<file path="src/rtl/uart_cmd_loader.sv">
// Frame loader between the UART byte receiver and the NAND sequencer: SYNC + payload, held until release.
// Define UART_CMD_CHECKSUM_EN to add a trailing XOR checksum byte and the CHECK state.
module uart_cmd_loader #(
  parameter int         CMD_SIZE    = 7,
  parameter logic [7:0] SYNC_BYTE   = 8'hA5,
  parameter int         TIMEOUT_CYC = 50000
) (
  input  logic        clk_i,
  input  logic        rst_ni,
  input  logic [7:0]  rx_data_i,
  input  logic        rx_valid_i,
  input  logic [11:0] ram_addr_i,
  input  logic        ram_re_i,
  output logic [7:0]  ram_out_o,
  output logic        ready_o,
  input  logic        release_i,
  output logic        frame_err_o,
  output logic        overrun_o
);

  localparam int IDX_W  = $clog2(CMD_SIZE + 1);
  localparam int TMR_W  = $clog2(TIMEOUT_CYC + 1);
  localparam int BUF_AW = (CMD_SIZE > 1) ? $clog2(CMD_SIZE) : 1;
  localparam logic [IDX_W-1:0] LAST_IDX   = IDX_W'(CMD_SIZE - 1);
  localparam logic [TMR_W-1:0] TMR_LAST   = TMR_W'(TIMEOUT_CYC - 1);
  localparam logic [11:0]      ADDR_LIMIT = 12'(CMD_SIZE);

  localparam logic [1:0] IDLE = 2'd0;
  localparam logic [1:0] LOAD = 2'd1;
  localparam logic [1:0] HOLD = 2'd2;
`ifdef UART_CMD_CHECKSUM_EN
  localparam logic [1:0] CHECK = 2'd3;
`endif

  logic [1:0]       state_q, state_d;
  logic [IDX_W-1:0] idx_q, idx_d;
  logic [TMR_W-1:0] timer_q, timer_d;
  logic             frame_err_q, frame_err_d;
  logic             overrun_q, overrun_d;
  logic [7:0]       ram_out_q;
  logic             buf_we;
  logic             timeout;
  logic [7:0]       buf_q [CMD_SIZE];
`ifdef UART_CMD_CHECKSUM_EN
  logic [7:0]       csum_q, csum_d;
`endif

  assign timeout = (timer_q == TMR_LAST);

  always_comb begin
    state_d     = state_q;
    idx_d       = idx_q;
    timer_d     = timer_q;
    frame_err_d = 1'b0;
    overrun_d   = overrun_q;
    buf_we      = 1'b0;
`ifdef UART_CMD_CHECKSUM_EN
    csum_d      = csum_q;
`endif
    case (state_q)
      IDLE: begin
        if (rx_valid_i && rx_data_i == SYNC_BYTE) begin
          state_d = LOAD;
          idx_d   = '0;
          timer_d = '0;
`ifdef UART_CMD_CHECKSUM_EN
          csum_d  = 8'h00;
`endif
        end
      end
      LOAD: begin
        // An arriving byte always beats a timeout expiring in the same cycle.
        if (rx_valid_i) begin
          buf_we  = 1'b1;
          idx_d   = idx_q + 1'b1;
          timer_d = '0;
`ifdef UART_CMD_CHECKSUM_EN
          csum_d  = csum_q ^ rx_data_i;
          if (idx_q == LAST_IDX) state_d = CHECK;
`else
          if (idx_q == LAST_IDX) state_d = HOLD;
`endif
        end else if (timeout) begin
          state_d     = IDLE;
          frame_err_d = 1'b1;
          timer_d     = '0;
        end else begin
          timer_d = timer_q + 1'b1;
        end
      end
`ifdef UART_CMD_CHECKSUM_EN
      CHECK: begin
        if (rx_valid_i) begin
          timer_d = '0;
          if (rx_data_i == csum_q) begin
            state_d = HOLD;
          end else begin
            state_d     = IDLE;
            frame_err_d = 1'b1;
          end
        end else if (timeout) begin
          state_d     = IDLE;
          frame_err_d = 1'b1;
          timer_d     = '0;
        end else begin
          timer_d = timer_q + 1'b1;
        end
      end
`endif
      HOLD: begin
        // A byte coinciding with release is simply dropped, never flagged.
        if (release_i) begin
          state_d   = IDLE;
          overrun_d = 1'b0;
        end else if (rx_valid_i) begin
          overrun_d = 1'b1;
        end
      end
      default: state_d = IDLE;
    endcase
  end

  always_ff @(posedge clk_i) begin
    if (!rst_ni) begin
      state_q     <= IDLE;
      idx_q       <= '0;
      timer_q     <= '0;
      frame_err_q <= 1'b0;
      overrun_q   <= 1'b0;
      ram_out_q   <= 8'h00;
`ifdef UART_CMD_CHECKSUM_EN
      csum_q      <= 8'h00;
`endif
    end else begin
      state_q     <= state_d;
      idx_q       <= idx_d;
      timer_q     <= timer_d;
      frame_err_q <= frame_err_d;
      overrun_q   <= overrun_d;
`ifdef UART_CMD_CHECKSUM_EN
      csum_q      <= csum_d;
`endif
      if (ram_re_i) begin
        ram_out_q <= (ram_addr_i < ADDR_LIMIT) ? buf_q[ram_addr_i[BUF_AW-1:0]] : 8'h00;
      end
    end
  end

  // Payload storage carries no reset; only the control state is cleared.
  always_ff @(posedge clk_i) begin
    if (rst_ni && buf_we) begin
      buf_q[idx_q[BUF_AW-1:0]] <= rx_data_i;
    end
  end

  assign ram_out_o   = ram_out_q;
  assign ready_o     = (state_q == HOLD);
  assign frame_err_o = frame_err_q;
  assign overrun_o   = overrun_q;

endmodule

</file>
<file path="config.mk">
export PLATFORM = sky130hd
export DESIGN_NAME = uart_cmd_loader
export DESIGN_NICKNAME = d
export VERILOG_FILES = /design/src/rtl/uart_cmd_loader.sv
export SDC_FILE = /design/constraint.sdc
export NUM_CORES = 1
export LEC_CHECK = 0
export CAP_MARGIN = 20
export CORE_MARGIN = 3
export CORE_UTILIZATION = 55
export CTS_BUF_LIST = sky130_fd_sc_hd__clkbuf_8
export CTS_CLUSTER_SIZE = 12
export DETAILED_ROUTE_END_ITERATION = 10
export GPL_TIMING_DRIVEN = 0
export PLACE_DENSITY = 0.82
export SLEW_MARGIN = 40
export SYNTH_ARGS = -nofsm -noshare
export SYNTH_HDL_FRONTEND = slang
export SYNTH_SLANG_ARGS = --single-unit
</file>
<file path="constraint.sdc">
create_clock -name clk_i -period 2.35 [get_ports clk_i]
set_input_delay 0.47 -clock clk_i [delete_from_list [all_inputs] [get_ports clk_i]]
set_output_delay 0.47 -clock clk_i [all_outputs]
set_load 0.05 [all_outputs]
</file>
# Yosys cells after proc, flatten, opt, wreduce, memory -nomap -nowiden
# Memories as Yosys holds them, arrays and structs flattened.
# Index checks and enable logic that the tools add are counted.
# op_classes
n_addsub	2
n_lt_le_gt_ge	1
eq_ne	10
muxes	21
n_bitwise	2
reduce_logical	10
# ops
cell	n
two-way mux 16 bit	3
case mux 16 bit (2 select lines)	1
adder 16 x 1 -> 16 bit (second input constant)	1
equality test 16 bit (second input constant)	1
less-than comparator 12 x 3 -> 1 bit (second input constant)	1
two-way mux 2 bit	5
equality test 8 bit (second input constant)	1
two-way mux 8 bit	1
two-way mux 1 bit	7
two-way mux 3 bit	2
inequality test 3 bit (second input constant)	2
case mux 2 bit (3 select lines)	1
case mux 3 bit (2 select lines)	1
inequality test 2 bit (second input constant)	2
AND reduction 2 bit	2
AND reduction 4 bit	1
nonzero test 2 bit	2
adder 3 x 1 -> 3 bit (second input constant)	1
equality test 3 bit (second input constant)	1
AND reduction 3 bit	1
OR reduction 3 bit	1
equality test 2 x 1 -> 1 bit (second input constant)	1
equality test 2 bit (second input constant)	1
logical AND 1 bit	2
other kinds (3)	4
# totals
register_bits	31
ramBits	56
inputBits	25
out_inout_bits	11
wordCells	53
n_memories	1
# memory_table
memory	words	width	read_ports	rd_clocked_by_memory_dff	write_ports	line_no	text
buf_q	7	8	1	0	1	43	logic [7:0] buf_q [CMD_SIZE];

# Depth between registers and ports, before layout
# depth
depth_word	5
mapped_depth	7

# Least setup slack after synthesis
# Ideal clock, no wire load.
# synth_timing
path_kind	input -> register
start	in ram_addr_i[0]
end	reg ram_out_q[6] (netlist: ram_out_o[6])
setup_ns	0.117
arrival_ns	1.931
required_time_ns	2.233
setup_slack_ns	0.303
stages	5
n_path_buf	2
cell_sequence	buf_2 > buf_2 > mux4_2 > mux2_2 > a22o_1
# synth_via
elab_chain_cells	2
elab_cells_between_ends	3
# synth_lines
element	line_no	text
start: declaration	12	input logic [11:0] ram_addr_i,
less-than comparator 12 x 3 -> 1 bit / memory read (7 x 8 bit) (equally long branches)	n/a	
two-way mux 8 bit (*)	144	ram_out_q <= (ram_addr_i < ADDR_LIMIT) ? buf_q[ram_addr_i[BUF_AW-1:0]] : 8'h00;
end signal: assignment	144	
end: declaration	40	logic [7:0] ram_out_q;
# Every way passes the cells marked *; elsewhere a longest branch is shown, timed or not.
# A chain may end at the register's enable or synchronous reset.

# Worst setup path in the final report
# layout_timing
start	in rx_valid_i
end	mem buf_q[1][2], enable pin
# layout_via
elab_chain_cells	5
# layout_lines
element	line_no	text
start: declaration	11	input logic rx_valid_i,
two-way mux 1 bit	73	if (rx_valid_i) begin
two-way mux 1 bit	60	case (state_q)
logical AND 1 bit	151	if (rst_ni && buf_we) begin
two-way mux 1 bit	151	
two-way mux 1 bit (not written as such)	152	buf_q[idx_q[BUF_AW-1:0]] <= rx_data_i;
end: declaration	43	
# No other way between the ends.

==> results <==
- The total global-route track usage is 19.7%.
- Across the VDD grid, the largest voltage drop is 416 uV.
- The post-synthesis to final-layout area growth is 19.3%.
- The tightest slew margin relative to the limit is 47.5%.
- The largest family of logic cells by synthesized area is simple AND/OR/NAND/NOR gates.
- Setup repair after global routing could not meet its margin everywhere.
- After detailed routing, the number of vias per cell comes to 5.84.
- The routed wire length is 6880 um.
- Hold is met by 0.476 ns.
- The max-slew violation count was 0.
- The final number of setup-violating endpoints is 0.
- Summing the areas of all compound-gate instances in the mapped netlist gives 9.79% of the synthesized area.
- For this design, the CTS-stage hold fixing added 0 buffers.
- The count of standard-cell rows is 29.
- The register-to-register path setup slack is 0.23 ns.
- The critical path goes through clkdlybuf4s50_1 > and3b_1 > clkbuf_1 > nand3_1 > nor3_2.
- The worst-case setup margin in the final layout is 0.0241 ns.
- The clock buffer count from CTS is 9.
- The number of antenna-violating nets in the routed design is 0.
- The cell area after technology mapping is 0.00366 mm^2.
- The hold violation total from the final report is 0.
- The most critical setup path has its startpoint at rx_valid_i.
- The startpoint identified for the worst register-to-register timing path is timer_q[0].
- After legalization and detailed placement, the total HPWL measured 4660 um.
- The hold-critical path depth is 1.
- Clock-pin slew was measured on the worst setup and hold paths at 0.08 ns.
- Synthesis produced 280 cells.
- Entering global routing, the biggest net connects 16 pins.
- After detailed routing, the number of remaining DRC violations is 0.
- The portion of synthesized area spent on multiplexers is 9.58%.
- Overall power consumption after layout is estimated at 2780 uW.
- The final weighted congestion in routability-driven placement is 0.834.
- The most common flop cell mapped by yosys is edfxtp_1.
- The number of nets handed over by synthesis was 308.
- The placeable core region is 0.00639 mm^2.
- The sequential-to-total area share from yosys stat is 63.0%.
- The floorplan step set the die height to 87.5 um.
- The clock drives 87 sinks.
- Pin placement for this block handled 36 I/O pins.
- Yosys printed 0 warnings.
- The via count of the first global-routing pass is 2359.
- The die is 87.5 um wide.
- The number of different library cells used by synthesis comes to 52.
- The full die area is 0.00766 mm^2.
- Dividing the detail-routed wire length by the instance count gives 16.9 um.
- The slowest cell on the critical path is nor3_2.
- The termination of the worst setup path is buf_q[1][2].
- Summing all placed instances gives a cell area of 0.00411 mm^2.
- The H-tree level count is 3.
- After synthesis the netlist holds a flip-flop and latch count of 87.
- The initial antenna violation count came to 0.
- The post-synthesis adder-cell area fraction is 1.03%.
- Before CTS, the worst setup slack after placement is -0.763 ns.
- The clock tree from TritonCTS is built.
- In this design, the stage delay of the slowest critical-path cell is 0.64 ns.
- The cell area after layout is 0.00436 mm^2.
- The flow ran to the end, and the final reports show no timing, DRC or antenna violations.
- The area used by multi-input combinational logic is 0.00133 mm^2.
- The antenna diode instance count is 0.
- STA classifies the critical path endpoint as a flop.
- The clock network latency to the later pin of the worst-skew pair is 0.36 ns.
- Counting the fill cells in the layout gives 475.
- In this run the tool buffered the top-level ports with 34 buffer cells.
- Global routing finished with a remaining overflow of 0.
- The average instance in the mapped netlist occupies 13.1 um^2.
- For the final database, setup skew stands at 0.00966 ns.
- The worst setup path is of the primary input to flop kind.
- Across the run, the number of max-cap violations was 0.
- The share of flip-flops with an asynchronous set or reset after synthesis is 0%.
- The sort of element at the start of the critical path is a primary input.
- The aggregate negative setup slack is 0 ns.
- The first detailed-routing pass took 4 iterations.
- The critical path arrival is 2.31 ns.
- In this run, synthesis inferred 56 flip-flops with an integrated enable.
- The sequential cell area is 0.00230 mm^2.
- After the first detailed-routing iteration, the DRC count stood at 116.
- Once the floorplan was initialized, standard cells occupied 57.2% of the core.
- The xor/xnor cell area share of the yosys netlist is 0.958%.
- The number of cells on the worst reg-to-reg path is 7.
- The post-route netlist has 15.4% of its cells at a drive strength greater than 1.
- The required time of the critical path is 2.34 ns.
- For this run, the top clock speed supported by timing is 430 MHz.
- The leakage dissipation is 0.00146 uW.
- The final route contains 2383 vias.
- The minimum period implied by the final worst setup slack is 2.33 ns.
- The number of buffers on the longest clock path is 2.
- The clock root buffer master is clkbuf_8.
- The endpoint of the lowest-slack register-to-register path is timer_q[2].
- Dividing the final minimum period by the clock period gives 99.0%.
- The tightest min-delay check is of the flop to flop type.
- The simple-gate area share of the yosys netlist is 13.5%.
- At the pin with the least slew margin, the transition time is 0.783 ns.
- The first global-routing pass estimated 11300 um of wire.
- The power per cell area is 636 mW/mm^2.
- The final net count is 354.
- Of all nets on the critical path, the largest fanout is 8.
layer usage:
| metal | vias up | global-route usage, % | part of all wire (%) |
|---|---|---|---|
| met5 | - | 0 | 0 |
| met4 | 0 | 8.37 | 1.4 |
| met3 | 9 | 5.55 | 5.4 |
| met2 | 59 | 30.7 | 47 |
| met1 | 1154 | 26.1 | 46 |
| li1 | 1161 | - | - |
registers in the layout (all words and copies together), names as in the netlist:
name / cells
buf_q: 56
ram_out_o: 8
idx_q: 3
state_q: 2
frame_err_o: 1
overrun_o: 1
timer_q: 16
cell families after synthesis:
| group | after synthesis |
|---|---|
| buf+inv | 18 |
| mux | 24 |
| fa+ha+maj | 3 |
| compound gates | 53 |
| flops | 87 |
| xor+xnor | 4 |
| simple gates | 91 |
synthesized netlist by cell type, drive strengths merged, types with 2 or more instances:
master | n | share of area (%)
a21o | 2 | 0.41
a21oi | 6 | 0.82
a22o | 8 | 1.9
a31oi | 9 | 1.5
a41oi | 3 | 0.72
and2 | 2 | 0.34
and3 | 4 | 0.68
and3b | 2 | 0.48
buf | 5 | 0.82
clkbuf | 6 | 0.62
dfxtp | 31 | 17
edfxtp | 56 | 46
ha | 3 | 1.0
inv | 7 | 0.72
mux2 | 8 | 2.5
mux2i | 8 | 2.2
mux4 | 8 | 4.9
nand2 | 27 | 2.8
nand2b | 5 | 0.86
nand3 | 6 | 0.82
nand4 | 3 | 0.51
nor2 | 15 | 1.6
nor2b | 2 | 0.34
nor3 | 8 | 1.1
nor3b | 4 | 0.82
nor4 | 3 | 0.92
o21ai | 14 | 2.0
o22ai | 4 | 0.68
or2 | 2 | 0.34
or3 | 2 | 0.34
xnor2 | 3 | 0.72
what timing repair did:
item / 4_1_cts / 5_1_grt
resized for setup: 5 / 5
buffers inserted: 0 / 1
endpoints found under the setup margin: 36 / 40
pin swaps: 0 / 1
final cells by class:
cell class / instances / area share [%]
flip-flops and latches: 87 / 52.8
multi-input cells: 175 / 30.4
repair buffers: 35 / 8.32
clock buffers: 9 / 2.84
well taps: 77 / 2.21
clock inverters: 7 / 1.63
plain buffers: 11 / 1.23
inverters: 7 / 0.602
stage by stage:
step                utilization [%]  instances
floorplan                         -        280
global placement               64.1        391
detailed placement             64.3        391
CTS                            67.6        407
global route                   68.3        408
finish                         68.3        408
cells in the final DEF (no fill, tap or decap), types with 4 or more instances in the layout:
master / instances
nor3b_1: 4
mux2i_1: 8
o22ai_1: 4
nand2b_1: 5
nor3_1: 6
nor2_1: 10
a21oi_1: 6
nand3_1: 6
inv_1: 7
clkbuf_1: 5
and3_1: 4
clkbuf_8: 9
clkdlybuf4s50_1: 33
nand2_1: 27
a31oi_1: 9
o21ai_0: 11
edfxtp_1: 56
a22o_1: 8
mux4_2: 8
mux2_2: 8
dfxtp_1: 31
where the power goes:
group	internal [uW]	total [uW]	switching, uW
Sequential	1620	1620	0.170
Combinational	69.9	132	62.4
Clock	491	1020	530
Total	2180	2780	593
worst min-delay path by stage:
stage / from / to / slack [ns]
finish: timer_q[15] / timer_q[15] / 0.48
global route: ram_out_o[4] / ram_out_o[4] / 0.50
detailed placement: timer_q[15] / timer_q[15] / 0.47
global placement: overrun_o / overrun_o / 0.46
floorplan: timer_q[15] / timer_q[15] / 0.44
CTS: timer_q[15] / timer_q[15] / 0.48
critical path: cells and delay by family:
kind | cells | cell delay [ns]
and+or+nand+nor | 3 | 1.03
buffers and inverters | 2 | 0.81
No activity file was read; power rests on OpenSTA's default activity.
==> RTL edit 1, RTL diff (config.mk and constraints unchanged) <==
`CMD_SIZE`: 7 -> 6.
--- a/src/rtl/uart_cmd_loader.sv
+++ b/src/rtl/uart_cmd_loader.sv
@@ -2,5 +2,5 @@
 // Define UART_CMD_CHECKSUM_EN to add a trailing XOR checksum byte and the CHECK state.
 module uart_cmd_loader #(
-  parameter int         CMD_SIZE    = 7,
+  parameter int         CMD_SIZE    = 6,
   parameter logic [7:0] SYNC_BYTE   = 8'hA5,
   parameter int         TIMEOUT_CYC = 50000
Behaviour: not the same (a bounded check fails within 10 cycles, from zero or initial values and one cycle with rst_ni low).
==> RTL edit 1 against the unedited design <==
Worst setup slack better by 19 ps; cell count is 3.4% lower; critical endpoint is now buf_q[3][6]; wire length is 5.1% lower; power is 5.5% lower; die area is 8.3% lower; highest routed layer unchanged; sequential cell count is 8 lower; sequential share of layout area is 1.1 points lower; non-clock buffer count is 3 lower; cell area is 8.6% lower; synthesized area is 8.9% lower.
==> RTL edit 1: results (changes against the unedited design) <==
Layout
  • # diodes: 0 (unchanged)
  • Multi-input logic area: 1202 um^2 (-9.3%)
  • Nets: 345 (-2.5%)
  • # fillers: 397 (-16%)
  • Clock Network Area Fraction: 5.113% (+0.64 points)
  • Plain + repair buffers: 43 (-6.5%)
  • Final non-clock buffer share: 9.944% (+0.39 points)
  • Max reg flops: 48 (-14%)
  • Seq/total area: 51.69% (-1.1 points)
  • Inverters: 9 (+2)
  • Share of cells above drive strength 1: 11.18% (-4.2 points)
  • Final Instance Area: 3989 um^2 (-8.6%)

Critical path
  • Crit Path Max Fanout: 8 (unchanged)
  • Critical Path Slowest Stage Cell: clkdlybuf4s50_1
  • Worst reg-to-reg path cell count: 6 (-1)
  • Worst reg2reg setup slack: 250 ps (+20 ps)
  • FF-to-FF End: timer_q[14]
  • CP max stage delay: 590 ps (-50 ps)

Logic synthesis
  • Synth area leaders: edfxtp_1, dfxtp_1, mux4_2, o21ai_0, nand2_1
  • Post-Syn Area: 3331 um^2 (-8.9%)
  • Syn Inst Count: 273 (-2.5%)
  • Post-synth top area share: 43.28% (-2.7 points)
  • Post-synthesis adder-cell area fraction: 1.127% (+0.10 points)
  • Net Count, Synth: 301 (-2.3%)
  • Post-synth EDFFs: 48 (-14%)
  • Unique masters post-synth: 46 (-12%)
  • Top cells by count, synth: edfxtp_1, nand2_1, dfxtp_1
  • Mux share of post-synthesis cell area: 8.715% (-0.87 points)
  • Compound-gate portion of the synthesized area: 8.264% (-1.5 points)
  • XOR/XNOR share of the synthesized area: 1.052% (+0.094 points)

Outcome
  • Status: finished clean

Power
  • Clock power share: 39.7% (+2.9 points)
  • Seq pwr: 1.47 mW (-9%)
  • Sequential power share: 55.9% (-2.5 points)
  • Internal: 2.107 mW (-3.4%)
  • Pleak: 1.388 nW (-4.8%)

Placement
  • Placed insts: 377 (-3.6%)
  • Dpl hpwl: 4.507 mm (-3.4%)
  • Placer's final routability congestion estimate: 0.8006 (-4.0%)

GRT
  • Pin count of the biggest net entering global routing: 13 (-3)
  • First-pass GRT wire length: 10.83 mm (-3.9%)
  • Vias in the first global route: 2327 (-1.4%)
  • Total GRT Usage: 19.83% (+0.12 points)

STA
  • WHS: 455.1 ps (-21.08 ps)
  • Worst-margin pin slew: 753.3 ps (-29.60 ps)
  • Final Skew: 9.304 ps (-0.3602 ps)

Detailed routing
  • DRT iter0 DRCs: 140 (+21%)
  • Via density: 5.774 (-1.1%)

Clocking
  • Cts repair resizes: 0 (-5)
  • Clk sinks: 79 (-9.2%)

Min path
  • Hold EP: ram_out_o[2]
  • WHS Path Cells: 2 (+1)
RTL edit 1: cell types whose count changed in the layout (fill, tap and decap cells not counted), moves of 5 or more:
cell,change
o21ai_0,+19
edfxtp_1,-8
mux2_2,-8
a22o_1,-7
a31oi_1,-7
nand2_1,+5
nand3_1,+5
RTL edit 1: how the worst max path moves through the flow:
stage	end	startpoint	slack [ps]	cells after the start
floorplan	buf_q[4][0]	rst_ni	420	4
global placement	buf_q[5][2]	rst_ni	-740	5
detailed placement	buf_q[4][2]	rst_ni	-440	5
CTS	buf_q[4][7]	rst_ni	-70	5
global route	buf_q[2][6]	rx_valid_i	-150	5
finish	buf_q[3][6]	rx_valid_i	40	5
RTL edit 1: routing by layer:
metal	GRT usage (%)	vias to the layer above	part of all wire [%]
met5	0	-	0
met4	9.503	0	2.1
met3	5.528	13	7.3
met2	32.25	76	50
met1	24.42	1087	40
li1	-	1099	-
RTL edit 1: worst max-delay path, delay by kind of cell:
kind          cells  cell delay (ps)
simple gates      4             1220
buf+inv           1              590
==> RTL edit 2, RTL diff (config.mk and constraints unchanged) <==
Without the edit above. Put one more register stage on the output `frame_err_o`, with the module's reset. The value now appears one clock later. The other outputs are not delayed to match.
--- a/src/rtl/uart_cmd_loader.sv
+++ b/src/rtl/uart_cmd_loader.sv
@@ -156,5 +156,11 @@
   assign ram_out_o   = ram_out_q;
   assign ready_o     = (state_q == HOLD);
-  assign frame_err_o = frame_err_q;
+  always_ff @(posedge clk_i) begin
+    if (!rst_ni) begin
+      frame_err_o <= '0;
+    end else begin
+      frame_err_o <= frame_err_q;
+    end
+  end
   assign overrun_o   = overrun_q;
 
Check against the original RTL: same outputs for any inputs over 10 cycles, from zero or initial values and one cycle with rst_ni low; that may be too few to reach the edited logic, so the function may still have changed.
==> RTL edit 2 against the unedited design <==
Wire length is 2.5% higher; register-to-register slack gained 150 ps; non-clock buffer count shrank 1; clock skew decreased by 2.4 ps; synthesized area grew 1.6%; cell area increased by 0.86%; worst setup slack better by 140 ps; global-route usage increased by 0.54 points; sequential cell count up 1; clock power is 5% higher; power up 2.8%.
==> RTL edit 2: results (changes against the unedited design) <==
Placement
  • Placer's final routability congestion estimate: 0.8347 (+0.11%)
  • Port-buffer cells: 33 (-2.9%)
  • Dpl hpwl: 4.871 mm (+4.5%)

Logic synthesis
  • Post-synthesis adder-cell area fraction: 1.011% (-0.016 points)
  • Synth area leaders: edfxtp_1, dfxtp_1, mux4_2, mux2i_1, a22o_1
  • Compound-gate portion of the synthesized area: 8.423% (-1.4 points)
  • Post-synth EDFFs: 56 (unchanged)
  • Mux share of post-synthesis cell area: 10.24% (+0.66 points)
  • Sequential fraction of the synthesis area: 62.53% (-0.44 points)
  • Post-synthesis async set-or-reset flop share: 0% (unchanged)
  • XOR/XNOR share of the synthesized area: 1.415% (+0.46 points)
  • Top cells by count, synth: edfxtp_1, dfxtp_1, nand2_1
  • Net Count, Synth: 307 (-0.32%)

Detailed routing
  • Via density: 5.933 (+1.6%)
  • DRT iter0 DRCs: 156 (+34%)
  • Final WL: 7.050 mm (+2.5%)

Min path
  • Hold Path Class: reg -> reg

Clocking
  • Clock-pin slew on the worst setup and hold paths: 80 ps (about the same)
  • CTS Buffer Depth: 2 (unchanged)
  • Clk_lat worst skew: about 350 ps

Power
  • Worst-case vdd ir drop: 0.0005873 V (+41%)
  • Pleak: 1.490 nW (+2.2%)

GRT
  • Total GRT Usage: 20.25% (+0.54 points)
  • Vias in the first global route: 2391 (+1.4%)
  • First-pass GRT wire length: 11.73 mm (+4.2%)
  • Pin count of the biggest net entering global routing: 15 (-1)

Outcome
  • Status: finished clean

Critical path
  • CP arrival: 2440 ps (+130 ps)
  • Crit Path Max Fanout: 10 (+2)

Layout
  • Nets: 351 (-0.85%)
  • # fillers: 461 (-2.9%)
  • Share of cells above drive strength 1: 15.85% (+0.45 points)

STA
  • Final Skew: 7.263 ps (-2.401 ps)
  • Worst-margin pin slew: 872.7 ps (+89.79 ps)
[RTL edit 2: per-stage QoR]
step | worst slack (ps) | std cells | hold WS, ps | cell area (um^2)
after CTS | 42.62 | 405 | 456.9 | 4367
final | 165.5 | 405 | 453.2 | 4400
after detailed placement | -493.2 | 389 | 434.5 | 4150
after global routing | 48.61 | 405 | 482.6 | 4400
after global placement | -480.0 | 389 | 421.9 | 4140
after floorplan | 354.7 | 279 | 411.8 | 3714
[RTL edit 2: what timing repair did]
action	in CTS	in global routing
buffers inserted	0	0
setup endpoints to repair	13	3
resized for setup	3	3
[RTL edit 2: where the power goes]
| part | switching (mW) | total (mW) | internal, mW |
|---|---|---|---|
| sequential | 0.000141 | 1.64 | 1.64 |
| clock | 0.489 | 1.07 | 0.584 |
| combinational | 0.0671 | 0.140 | 0.0733 |
| total | 0.556 | 2.85 | 2.30 |
[RTL edit 2: cell families (layout without fill, tap and decap cells)]
logic type,count (synthesis),after routing
adders and majority gates,3,3
DFF,88,88
buffers and inverters,15,64
and+or+nand+nor,94,94
muxes,27,27
AOI/OAI and AO/OA,46,46
xor gates and xnor gates,6,6
[RTL edit 2: cell type report]
| class | count | area share, % |
|---|---|---|
| inverters | 3 | 0.2559 |
| clock buffers | 9 | 2.815 |
| clock inverters | 7 | 1.848 |
| plain buffers | 12 | 1.279 |
| repair buffers | 33 | 7.478 |
| flip-flops and latches | 88 | 52.77 |
| well taps | 77 | 2.189 |
| multi-input cells | 176 | 31.36 |
[RTL edit 2: worst max-delay path, stage by stage]
cell	delay, ps
clkdlybuf4s50_1	690
nor4bb_4	130
a311oi_4	500
clkbuf_1	410
o21ai_0	160
o31ai_1	90
[RTL edit 2: path summary, 6_finish.rpt]
kind	from	to	slack, ps	depth (start not counted)
max	rx_data_i[3]	timer_q[4]	170	6
min	frame_err_q	frame_err_o	450	1
min reg2reg	frame_err_q	frame_err_o	450	1
max reg2reg	timer_q[0]	timer_q[1]	380	7
[RTL edit 2: routing by layer]
| metal | part of all wire, % | vias up | track usage, % |
|---|---|---|---|
| li1 | - | 1166 | - |
| met1 | 42 | 1154 | 25.11 |
| met2 | 50 | 71 | 34.53 |
| met3 | 6.0 | 12 | 5.927 |
| met4 | 1.2 | 0 | 5.907 |
| met5 | 0 | - | 0 |
